### src/rtl/axis_rr_arbiter.sv
//-----------------------------------------------------------------------------
// axis_rr_arbiter
//
// Packet-granular round-robin arbiter. It shares one downstream AXI-Stream
// sink among NUM_SRC upstream AXI-Stream masters. A grant is held from the
// first beat of a packet through its TLAST beat, so packets never interleave.
// The data path is purely combinational while a source is granted. Each
// packet boundary costs one IDLE cycle, which is where re-arbitration happens.
//
// Parameters:
//   NUM_SRC     number of upstream streams (2..16)
//   DATA_WIDTH  TDATA width in bits (multiple of 8)
//   IDX_W       grant index width (derived, not overridable)
//
// Ports:
//   ACLK, ARESET      rising-edge clock; synchronous active-high reset
//   S_AXIS_*          NUM_SRC packed slave streams. Source i occupies
//                     slice [i*W +: W] of TDATA and TSTRB.
//   M_AXIS_*          merged master stream toward the shared sink
//   M_AXIS_TDEST      (only with AXIS_ARB_TDEST_EN) index of the source
//                     that owns the current beat
//   GRANT_VLD         a source currently owns the output
//   GRANT_IDX         index of the owning source
//   PKT_CNT           packets forwarded (TLAST beats accepted); wraps
//   BEAT_CNT          beats of the current packet accepted; saturates
//
// Optional feature macro: AXIS_ARB_TDEST_EN
//-----------------------------------------------------------------------------
`timescale 1ns/1ps

module axis_rr_arbiter #(
  parameter int NUM_SRC    = 4,
  parameter int DATA_WIDTH = 32,
  // Bits needed to hold NUM_SRC-1, i.e. clogb2(NUM_SRC-1)
  localparam int IDX_W     = (NUM_SRC > 1) ? $clog2(NUM_SRC) : 1,
  localparam int STRB_W    = DATA_WIDTH / 8
) (
  input  logic                          ACLK,
  input  logic                          ARESET,
  input  logic [NUM_SRC-1:0]            S_AXIS_TVALID,
  output logic [NUM_SRC-1:0]            S_AXIS_TREADY,
  input  logic [NUM_SRC*DATA_WIDTH-1:0] S_AXIS_TDATA,
  input  logic [NUM_SRC*STRB_W-1:0]     S_AXIS_TSTRB,
  input  logic [NUM_SRC-1:0]            S_AXIS_TLAST,
  output logic                          M_AXIS_TVALID,
  input  logic                          M_AXIS_TREADY,
  output logic [DATA_WIDTH-1:0]         M_AXIS_TDATA,
  output logic [STRB_W-1:0]             M_AXIS_TSTRB,
  output logic                          M_AXIS_TLAST,
`ifdef AXIS_ARB_TDEST_EN
  output logic [IDX_W-1:0]              M_AXIS_TDEST,
`endif
  output logic                          GRANT_VLD,
  output logic [IDX_W-1:0]              GRANT_IDX,
  output logic [31:0]                   PKT_CNT,
  output logic [15:0]                   BEAT_CNT
);

  typedef enum logic [0:0] {IDLE, BUSY} state_t;

  state_t                  state, next_state;
  logic [IDX_W-1:0]        grant_idx;
  logic [IDX_W-1:0]        last_ptr;
  logic [IDX_W-1:0]        winner;
  logic                    any_req;
  logic                    sel_valid;
  logic                    sel_last;
  logic [DATA_WIDTH-1:0]   sel_data;
  logic [STRB_W-1:0]       sel_strb;
  logic                    beat_accept;
  logic                    last_accept;
  logic [31:0]             pkt_cnt;
  logic [15:0]             beat_cnt;

  assign any_req = |S_AXIS_TVALID;

  // Round-robin winner: the first requester in scan order last+1, last+2, ...
  // (mod NUM_SRC). The scan walks from the farthest distance down to the
  // nearest, so the nearest requester is assigned last and wins.
  always_comb begin
    winner = '0;
    for (int k = NUM_SRC; k >= 1; k--) begin
      for (int i = 0; i < NUM_SRC; i++) begin
        if (S_AXIS_TVALID[i] &&
            ((int'(last_ptr) + k == i) || (int'(last_ptr) + k == i + NUM_SRC)))
          winner = IDX_W'(i);
      end
    end
  end

  // Select the granted source's signals. A compare-per-source mux keeps all
  // slices constant and leaves unused index codes harmless.
  always_comb begin
    sel_valid = 1'b0;
    sel_last  = 1'b0;
    sel_data  = '0;
    sel_strb  = '0;
    for (int i = 0; i < NUM_SRC; i++) begin
      if (grant_idx == IDX_W'(i)) begin
        sel_valid = S_AXIS_TVALID[i];
        sel_last  = S_AXIS_TLAST[i];
        sel_data  = S_AXIS_TDATA[i*DATA_WIDTH +: DATA_WIDTH];
        sel_strb  = S_AXIS_TSTRB[i*STRB_W +: STRB_W];
      end
    end
  end

  assign beat_accept = (state == BUSY) && sel_valid && M_AXIS_TREADY;
  assign last_accept = beat_accept && sel_last;

  // State register
  always_ff @(posedge ACLK) begin
    if (ARESET)
      state <= IDLE;
    else
      state <= next_state;
  end

  // Next-state and stream outputs. IDLE blocks every source. BUSY passes the
  // granted source straight through and routes sink ready back only to it.
  always_comb begin
    next_state    = state;
    M_AXIS_TVALID = 1'b0;
    M_AXIS_TDATA  = '0;
    M_AXIS_TSTRB  = '0;
    M_AXIS_TLAST  = 1'b0;
    S_AXIS_TREADY = '0;
    case (state)
      IDLE: begin
        if (any_req)
          next_state = BUSY;
      end
      BUSY: begin
        M_AXIS_TVALID = sel_valid;
        M_AXIS_TDATA  = sel_data;
        M_AXIS_TSTRB  = sel_strb;
        M_AXIS_TLAST  = sel_last;
        for (int i = 0; i < NUM_SRC; i++)
          S_AXIS_TREADY[i] = M_AXIS_TREADY && (grant_idx == IDX_W'(i));
        if (last_accept)
          next_state = IDLE;
      end
      default: next_state = IDLE;
    endcase
  end

  // Grant index, round-robin pointer and counters. The grant is captured on
  // the IDLE->BUSY edge. The pointer moves only when a packet completes, so
  // the source that just finished drops to the lowest priority.
  always_ff @(posedge ACLK) begin
    if (ARESET) begin
      grant_idx <= '0;
      last_ptr  <= IDX_W'(NUM_SRC - 1);
      pkt_cnt   <= '0;
      beat_cnt  <= '0;
    end else begin
      if (state == IDLE && any_req)
        grant_idx <= winner;
      if (last_accept) begin
        last_ptr <= grant_idx;
        pkt_cnt  <= pkt_cnt + 32'd1;
        beat_cnt <= '0;
      end else if (beat_accept && beat_cnt != 16'hFFFF) begin
        beat_cnt <= beat_cnt + 16'd1;
      end
    end
  end

  // The grant is valid exactly while the registered state is BUSY.
  assign GRANT_VLD = (state == BUSY);
  assign GRANT_IDX = grant_idx;
  assign PKT_CNT   = pkt_cnt;
  assign BEAT_CNT  = beat_cnt;

`ifdef AXIS_ARB_TDEST_EN
  assign M_AXIS_TDEST = (state == BUSY) ? grant_idx : '0;
`endif

endmodule

### config.mk
export PLATFORM = sky130hd
export DESIGN_NAME = axis_rr_arbiter
export DESIGN_NICKNAME = d
export VERILOG_FILES = /design/src/rtl/axis_rr_arbiter.sv
export SDC_FILE = /design/constraint.sdc
export NUM_CORES = 1
export LEC_CHECK = 0
export CORE_ASPECT_RATIO = 0.75
export CORE_MARGIN = 2
export CORE_UTILIZATION = 40
export CTS_CLUSTER_SIZE = 40
export DETAILED_ROUTE_END_ITERATION = 10
export GPL_TIMING_DRIVEN = 0
export PLACE_DENSITY = 0.95
export SYNTH_ARGS = -nofsm -noshare
export SYNTH_HDL_FRONTEND = slang
export SYNTH_SLANG_ARGS = --single-unit
### constraint.sdc
create_clock -name ACLK -period 4.5 [get_ports ACLK]
set_input_delay 0.45 -clock ACLK [delete_from_list [all_inputs] [get_ports ACLK]]
set_output_delay 0.45 -clock ACLK [all_outputs]
set_load 0.03 [all_outputs]
==> impl_metrics.yaml <==
sta:
  relSlewSlack_pct: 52.9
  hold_violations: 0
  slew_viol_final: 0
  timing_worst_slew_pin_value_ps: 707
  setup_violations: 0
  fin_crit_ps: 3190
  whs_ps: 507
  fin_tns_setup_ps: 0
  period_share_pct: 70.8
  postLayoutSetupSlackWorst_ps: 1310
  rsz0062_at_grt: "no"
  fin_skew_ps: 8.21
  fmax_mhz: 314
cts:
  htreeDepth: 2
  cts_hold_buf: 0
  cts_tree: "done"
  cts_buffers: 5
  clk_latency_ps: 290
  root_buffer: "clkbuf_16"
  cts_buffer_depth: 2
  cts_resized: 0
  postCtsSetupBuffers: 0
  cts_sinks: 53
  clk_pin_slew_worst_paths_ps: 80
logic_synthesis:
  syn_nets: 569
  async_flop_share_pct: 0
  synth_edf_count: 0
  ys_warn_count: 0
  yosysSeqAreaShare_pct: 28.1
  synth_area_leaders: "dfxtp_1 (28%), mux4_2 (22%), and2_1 (6.6%), a21oi_1 (3.6%), nor2_1 (3.6%)"
  synth_top_area_share_pct: 28.1
  synth_top_cell_by_area: "dfxtp_1"
  synth-seq-cells: 53
  synth_cells: 412
  netlist_top_cells_count: "dfxtp_1 (53), and2_1 (40), mux4_2 (37), nor2_1 (36), a21oi_1 (27)"
  synthFlopType: "dfxtp_1"
  syn_area_per_cell_um2: 9.17
  ys_types: 47
  syn_area_um2: 3780
  synth.most_common_cell: "dfxtp_1"
worst_setup_path:
  critical_path.startpoint_type: "register"
  crit_required_ps: 4050
  worstPathCellList: "buf_6 -> clkbuf_1 -> mux4_2 -> and2_1 -> clkdlybuf4s50_1"
  crit_family: "buffers and inverters"
  critPathBufInv: 3
  cp.arrival_ps: 2740
  end_kind: "output pin"
  critPathKind: "register to output pin"
  cp.depth: 5
  crit_fanout: 10
  max_stage_delay_ps: 600
  r2r_cells: 6
  crit_slowest_cell: "mux4_2"
finish:
  final.fill_count: 669
  drive_gt1_share_pct: 9.61
  finalNonFillerCells: 794
  syn2layout_area_growth_pct: 73.6
  diodes: 0
  final_util_pct: 71.9
  num-nets-final: 822
route:
  remaining_drc_errors: 0
  wl_per_cell_um: 21.8
  postRouteAntennaNets: 0
  first_pass_iters: 5
  routed_wl_mm: 17.3
  first_iter_violations: 399
  viasPerCell: 5.81
  via_count: 4614
placement:
  io_buffers: 246
  dp_slack_ps: 1590
  routabilityCongestion: 1.02
  dp_hpwl_mm: 14.4
  dp.cells: 786
power:
  power_density_nw_per_um2: 216
  leakage_nw: 2.20
  max-vdd-ir-drop_mv: 0.167
global_route:
  grt_first_pass_wirelength_mm: 25.2
  antenna_found_initial: 1
  grtUsageTotal_pct: 32.9
  grt_overflow: 0
  grt_pass1_vias: 4505
  grt_max_degree: 18
floorplan:
  ios: 248
  row_count: 30
  die_area_um2: 10200
  die_w_um: 116
  die_y_um: 88.1
  core-area_um2: 9120
  start_util_pct: 41.4
status:
  outcome: "finished, final reports clean"
hold_path:
  worst_hold_path_type: "register to register"
  worstHoldPathCells: 2
run:
  max_cap_viol_count: 0
==> power breakdown <==
group	leakage, nW	total, mW	switching, mW	internal [mW]
combinational	1.70	0.528	0.239	0.289
clock	0.0735	0.409	0.185	0.224
sequential	0.428	0.481	0.00773	0.473
total	2.20	1.42	0.433	0.986
==> through the flow <==
step	area [um2]	power [mW]
global route	6550	1.46
floorplan	3780	0.749
global placement	6400	1.00
CTS	6550	1.41
finish	6550	1.42
detailed placement	6400	1.02
==> sequential cells by signal, indices dropped and copies added (netlist names) <==
| register | cells |
|---|---|
| GRANT_IDX | 2 |
| PKT_CNT | 32 |
| last_ptr | 2 |
| BEAT_CNT | 16 |
| GRANT_VLD | 1 |
==> cell families (layout without fill, tap and decap cells) <==
| family | count (synthesis) | count (layout) | synth area share (%) |
|---|---|---|---|
| AO/OA/AOI/OAI | 70 | 70 | 11.3 |
| XOR/XNOR | 19 | 19 | 4.41 |
| adder cells (fa/ha/maj) | 2 | 2 | 0.663 |
| buffers and inverters | 37 | 291 | 4.41 |
| flip-flops | 53 | 53 | 28.1 |
| multiplexers | 40 | 40 | 22.9 |
| AND/OR/NAND/NOR | 191 | 191 | 28.3 |
==> path summary, 6_finish.rpt <==
kind	startpoint	slack, ps	end
worst min register to register	PKT_CNT[28]	510	PKT_CNT[28]
worst min-delay path	PKT_CNT[28]	510	PKT_CNT[28]
worst max-delay path	GRANT_IDX[0]	1310	M_AXIS_TDATA[27]
worst max register to register	GRANT_IDX[1]	2220	PKT_CNT[20]
==> layout by cell type, fill, tap and decap left out, types with 6 or more instances in the layout <==
| cell | instances |
|---|---|
| dfxtp_1 | 53 |
| clkdlybuf4s50_1 | 246 |
| o21ai_0 | 19 |
| or4_1 | 7 |
| buf_2 | 6 |
| mux4_2 | 37 |
| a21oi_1 | 27 |
| nor2_1 | 36 |
| or3_1 | 15 |
| nand2_1 | 22 |
| nor3_1 | 8 |
| nand3_1 | 26 |
| and2_1 | 40 |
| inv_1 | 13 |
| nand4_1 | 15 |
| xor2_1 | 10 |
| xnor2_1 | 9 |
| clkbuf_1 | 13 |
| o211ai_1 | 6 |
==> per-layer routing <==
layer	global-route usage, %	vias to the layer above	routed length [um]
met5	0	-	13
li1	-	2050	-
met2	56.0	300	8280
met4	10.6	2	539
met1	41.1	2216	6780
met3	8.65	46	1730
==> worst register-to-register path, stage by stage, from the launching register on <==
cell and delay [ps]:
dfxtp_1 370, buf_2 200, nand3_1 240, o22ai_4 440, nand4_2 310, or4_1 470
a21oi_1 170
==> final cells by class <==
| class | count | area (um2) | area share (%) |
|---|---|---|---|
| multi-input cells | 322 | 2550 | 38.9 |
| clock buffers | 6 | 139 | 2.12 |
| plain buffers | 23 | 113 | 1.72 |
| clock inverters | 2 | 16.3 | 0.248 |
| well taps | 128 | 160 | 2.44 |
| inverters | 14 | 53.8 | 0.821 |
| flip-flops and latches | 53 | 1060 | 16.2 |
| repair buffers | 246 | 2460 | 37.6 |
(Power assumes the default switching activity.)
